<file path="config.mk">
export PLATFORM = sky130hd
export DESIGN_NAME = alu_vector_gen
export DESIGN_NICKNAME = d
export VERILOG_FILES = /design/src/rtl/alu_vector_gen.sv
export SDC_FILE = /design/constraint.sdc
export NUM_CORES = 1
export LEC_CHECK = 0
export ABC_AREA = 0
export CAP_MARGIN = 20
export CORE_ASPECT_RATIO = 0.8
export CORE_MARGIN = 5
export CORE_UTILIZATION = 30
export DETAILED_ROUTE_END_ITERATION = 10
export PLACE_DENSITY = 0.53
export RECOVER_POWER = 25
export SYNTH_ARGS = -nofsm -noshare
export SYNTH_HDL_FRONTEND = slang
export SYNTH_SLANG_ARGS = --single-unit
</file>
<file path="constraint.sdc">
create_clock -name clk -period 6.18 [get_ports clk]
set_input_delay 1.236 -clock clk [delete_from_list [all_inputs] [get_ports clk]]
set_output_delay 1.236 -clock clk [all_outputs]
set_load 0.01 [all_outputs]
</file>
<file path="src/rtl/alu_vector_gen.sv">
// alu_vector_gen
//   Sweeps every {select, mode, carry-in, A, B} combination into an attached
//   74181-style ALU, waits SETTLE cycles, samples the result and streams each
//   record as a 19-bit vector over a valid/ready handshake.
//
// Ports
//   clk, reset      rising-edge clock; synchronous active-low reset
//   start           begin a sweep (honoured only in IDLE or DONE)
//   alu_s/m/ci/a/b  ALU inputs, driven straight from the index register
//   alu_y           ALU result (combinational from the alu_* outputs)
//   vec_valid/ready/data  vector stream {1'b0, s, m, ci, a, b, y}
//   vec_count       vectors transferred in the current sweep
//   busy, done      sweep in progress / sweep finished
module alu_vector_gen #(
  parameter int SETTLE     = 1,     // 1..15
  parameter int LAST_INDEX = 16383  // final sweep index
) (
  input  logic        clk,
  input  logic        reset,
  input  logic        start,
  output logic [3:0]  alu_s,
  output logic        alu_m,
  output logic        alu_ci,
  output logic [3:0]  alu_a,
  output logic [3:0]  alu_b,
  input  logic [3:0]  alu_y,
  output logic        vec_valid,
  input  logic        vec_ready,
  output logic [18:0] vec_data,
  output logic [14:0] vec_count,
  output logic        busy,
  output logic        done
);

  localparam logic [13:0] LAST   = 14'(LAST_INDEX);
  localparam logic [3:0]  SET_M1 = 4'(SETTLE - 1);

  typedef enum logic [1:0] {IDLE, DRIVE, EMIT, FIN} state_t;

  state_t      state, state_nx;
  logic [13:0] idx;
  logic [3:0]  settle_cnt;
  logic        settled;
  logic        xfer;
  logic        at_last;

  assign settled = (state == DRIVE) && (settle_cnt == SET_M1);
  assign xfer    = (state == EMIT) && vec_ready;
  assign at_last = (idx == LAST);

  // idx is itself the register feeding the ALU, so the ALU sees a new index
  // on the same edge that enters DRIVE.
  assign {alu_s, alu_m, alu_ci, alu_a, alu_b} = idx;

  // State register
  always_ff @(posedge clk) begin
    if (!reset) state <= IDLE;
    else        state <= state_nx;
  end

  // Next-state logic
  always_comb begin
    state_nx = state;
    case (state)
      IDLE:    if (start)   state_nx = DRIVE;
      DRIVE:   if (settled) state_nx = EMIT;
      EMIT:    if (vec_ready) state_nx = at_last ? FIN : DRIVE;
      FIN:     if (start)   state_nx = DRIVE;
      default: state_nx = IDLE;
    endcase
  end

  // Output logic
  always_comb begin
    vec_valid = (state == EMIT);
    busy      = (state == DRIVE) || (state == EMIT);
    done      = (state == FIN);
  end

  // Datapath: index, settle counter, captured vector, transfer count.
  // A reset mid-handshake simply drops the pending vector.
  always_ff @(posedge clk) begin
    if (!reset) begin
      idx        <= '0;
      settle_cnt <= '0;
      vec_data   <= '0;
      vec_count  <= '0;
    end else begin
      case (state)
        IDLE, FIN: begin
          if (start) begin
            idx        <= '0;
            settle_cnt <= '0;
            vec_count  <= '0;
          end
        end
        DRIVE: begin
          settle_cnt <= settle_cnt + 4'd1;
          if (settled) vec_data <= {1'b0, idx, alu_y};
        end
        EMIT: begin
          if (xfer) begin
            vec_count <= vec_count + 15'd1;
            // No wrap: the final index stays put and the FSM parks in FIN.
            if (!at_last) begin
              idx        <= idx + 14'd1;
              settle_cnt <= '0;
            end
          end
        end
        default: ;
      endcase
    end
  end

endmodule

</file>
==> impl_metrics.py <==
metrics = {
    "placement": {
        "port_buffers": 57,
        "dp.final_hpwl_um": 4789,
        "gpl.final_weighted_congestion": 0.7400,
    },
    "timing": {
        "max-slew-margin-rel": -0.1542,
        "report.final.hold_viol_count": 0,
        "unrepaired_setup_endpoints_after_global_routing": "false",
        "setup_viol": 0,
        "timing.fmax_mhz": 284.1,
        "fin_setup_tns_ps": 0,
        "drv_slew": 45,
        "final.min_clock_period_ps": 3520,
        "clock_skew_ps": 6.940,
        "fin_hold_ws_ps": 465.5,
        "period_utilization": 0.5696,
        "tightestPinTransition_ps": 1731,
    },
    "synthesis": {
        "synthesis.nets": 330,
        "netlist_top_cells_area": "dfxtp_1, nand2_1, a21boi_0",
        "yosys.area.top_type_share": 0.4017,
        "largest_family_of_logic_cells_by_synthesized_area": "simple AND/OR/NAND/NOR gates",
        "synth_largest_area_cell": "dfxtp_1",
        "netlist_area_um2": 2641,
        "fraction_of_the_mapped_netlist_area_in_simple_logic_gates": 0.2856,
        "postSynthCellCount": 314,
        "synth_mux_area_frac": 0.01563,
        "post_synth_edffs": 0,
        "ys.warnings.count": 0,
        "synthDistinctLibCells": 47,
        "synth-async-reset-ratio": 0,
        "ys_ff_latch": 53,
        "synth_fa_ha_area_frac": 0.03790,
        "post_synthesis_mean_instance_area_um2": 8.412,
        "yosys_most_used_dff": "dfxtp_1",
        "share_of_the_synthesized_area_in_compound_gates_ao_oa_aoi_oai": 0.2080,
        "synth_xor_area_frac": 0.003316,
        "seq_area_frac_synth": 0.4017,
    },
    "route": {
        "routed_via_density": 5.168,
        "wirelength_um": 6827,
        "vias": 2465,
        "drcViolationCount": 0,
        "wire_per_inst_um": 14.31,
        "ant_nets": 0,
        "firstDrtPassIters": 4,
        "drt_iter0_markers": 171,
    },
    "clocking": {
        "tritoncts_sinks": 53,
        "cts-buffers-inserted": 5,
        "cts_htree_levels": 2,
        "post-cts-setup-buffer-count": 0,
        "clk_pin_slew_ps": 90,
        "clock-root-buffer": "clkbuf_8",
        "cts_repair_resize_count": 0,
        "tritoncts": "done",
        "cts.hold.buffers_added": 0,
        "clock_insertion_delay_worst_skew_ps": 300,
        "clock_path_buffers": 2,
    },
    "job": {
        "maxCapViolCount": 1,
    },
    "finish": {
        "number_of_nets_at_the_end_of_the_flow": 381,
        "synth_to_final_area_change_pct": 28.80,
        "layout_cell_share_with_drive_strength_beyond_1": 0.06301,
        "antenna_cells": 0,
    },
    "power_and_ir_drop": {
        "power_leakage_nw": 1.088,
        "power-per-cell-area_nw_per_um2": 292.2,
        "sum_of_internal_switching_and_leakage_power_uw": 994.1,
        "ir_worst_vdd_v": 0.0002230,
    },
    "outcome": {
        "failing_checks": "capacitance limit, slew limit",
        "outcome": "finished with violations",
    },
    "critical_path": {
        "startpoint_type": "primary input",
        "end_kind": "flop",
        "timing.critical_path.fanout_max": 44,
        "r2r_slack_ps": 3630,
        "criticalPathCategory": "in2reg",
        "worst_ep_arrival_time_ps": 3770,
        "critPathRequiredTime_ps": 6430,
    },
    "worst_hold_path": {
        "hold_class": "reg2reg",
    },
    "floorplan": {
        "initial_utilization": 0.3100,
        "floorplan.rows": 30,
        "floorplan.die.width_um": 114.9,
        "dieArea_um2": 10790,
        "boundaryPins": 59,
        "die_h_um": 93.93,
        "design.core.area_um2": 8521,
    },
    "grt": {
        "grt_overflow": 0,
        "grt_pass1_wl_um": 11110,
        "grt_usage": 0.1270,
        "antenna_found_initial": 0,
        "grt_start_max_net_pins": 45,
        "first_global_vias": 2160,
    },
}
-- report_power, final --
part	total [mW]	internal (mW)	switching, mW
clock	0.233	0.118	0.115
combinational	0.380	0.136	0.244
sequential	0.381	0.362	0.0194
-- Yosys cell counts (all sizes together), types with 2 or more instances --
cell type	number
a21boi	23
nor2b	4
or4	11
nand4	11
a211oi	2
nand2b	6
inv	12
mux2i	3
a21oi	15
a32o	2
nor3	2
clkbuf	13
or3	7
ha	8
nand2	56
buf	4
and3	2
a211o	2
nor3b	3
nand3	13
o31ai	10
o21ai	13
nor2	7
o221a	5
nor4	9
dfxtp	53
or2	2
o311ai	2
-- cell usage in the layout (no fill, tap or decap), types with 2 or more instances in the layout --
master           instances
nand2_1                 56
dfxtp_1                 53
clkdlybuf4s50_1         51
a21boi_0                23
a21oi_1                 15
nand3_1                 13
o21ai_0                 13
inv_1                   12
nand4_1                 11
o31ai_1                 10
or4_1                   10
nor4_1                   8
ha_1                     8
nor2_1                   7
or3_1                    7
nand2b_1                 6
dlygate4sd3_1            6
o221a_2                  5
clkbuf_8                 5
mux2i_1                  3
nor3b_1                  3
and3_1                   2
nor2b_4                  2
a211oi_1                 2
or2_2                    2
nor3_1                   2
nor2b_1                  2
a211o_1                  2
a32o_1                   2
o311ai_0                 2
buf_4                    2
-- path summary, 6_finish.rpt --
check	from	endpoint	cells after the start
setup / recovery	reset	idx[11]	5
hold / removal	vec_data[8]	vec_data[8]	2
setup reg to reg	state[0]	idx[11]	7
hold reg to reg	vec_data[8]	vec_data[8]	2
-- cell families after synthesis --
logic type | Yosys count
compound gates | 78
xor+xnor | 1
fa+ha+maj | 8
buf+inv | 29
flops | 53
mux | 4
other cells | 1
simple gates | 140
-- cell type report --
class	count	area, um2
Clock inverter	2	35.03
Inverter	12	45.04
Multi-Input combinational cell	232	1458
Timing Repair Buffer	61	594.3
Fill cell	857	5119
Sequential cell	53	1061
Tap cell	112	140.1
Clock buffer	5	68.82
-- routing by layer --
layer	vias up	global-route usage	wire, um
met5	-	0	0
met4	0	0.03519	68
met3	5	0.02576	325
met2	52	0.1835	2937
met1	1166	0.1888	3496
li1	1242	-	-
-- critical path: stages --
cell,delay [ps]
dlygate4sd3_1,520
clkbuf_1,1240
nand2b_1,420
nor2_1,180
mux2_2,160
-- per-stage QoR --
stage,cell area [um2],setup slack (ps),utilization,cells
4_1_cts,3401,2940,0.3991,476
3_3_place_gp,3297,2992,0.3869,469
6_report,3402,2660,0.3993,477
2_1_floorplan,2641,3580,-,314
3_5_place_dp,3297,2920,0.3869,469
5_1_grt,3402,2322,0.3993,477
-- flip-flops by register name, summed over array words and instances, names as in the netlist --
name and flops:
vec_count 15, idx 14, state 2, vec_data 18, settle_cnt 4
No activity file was read; power rests on OpenSTA's default activity.
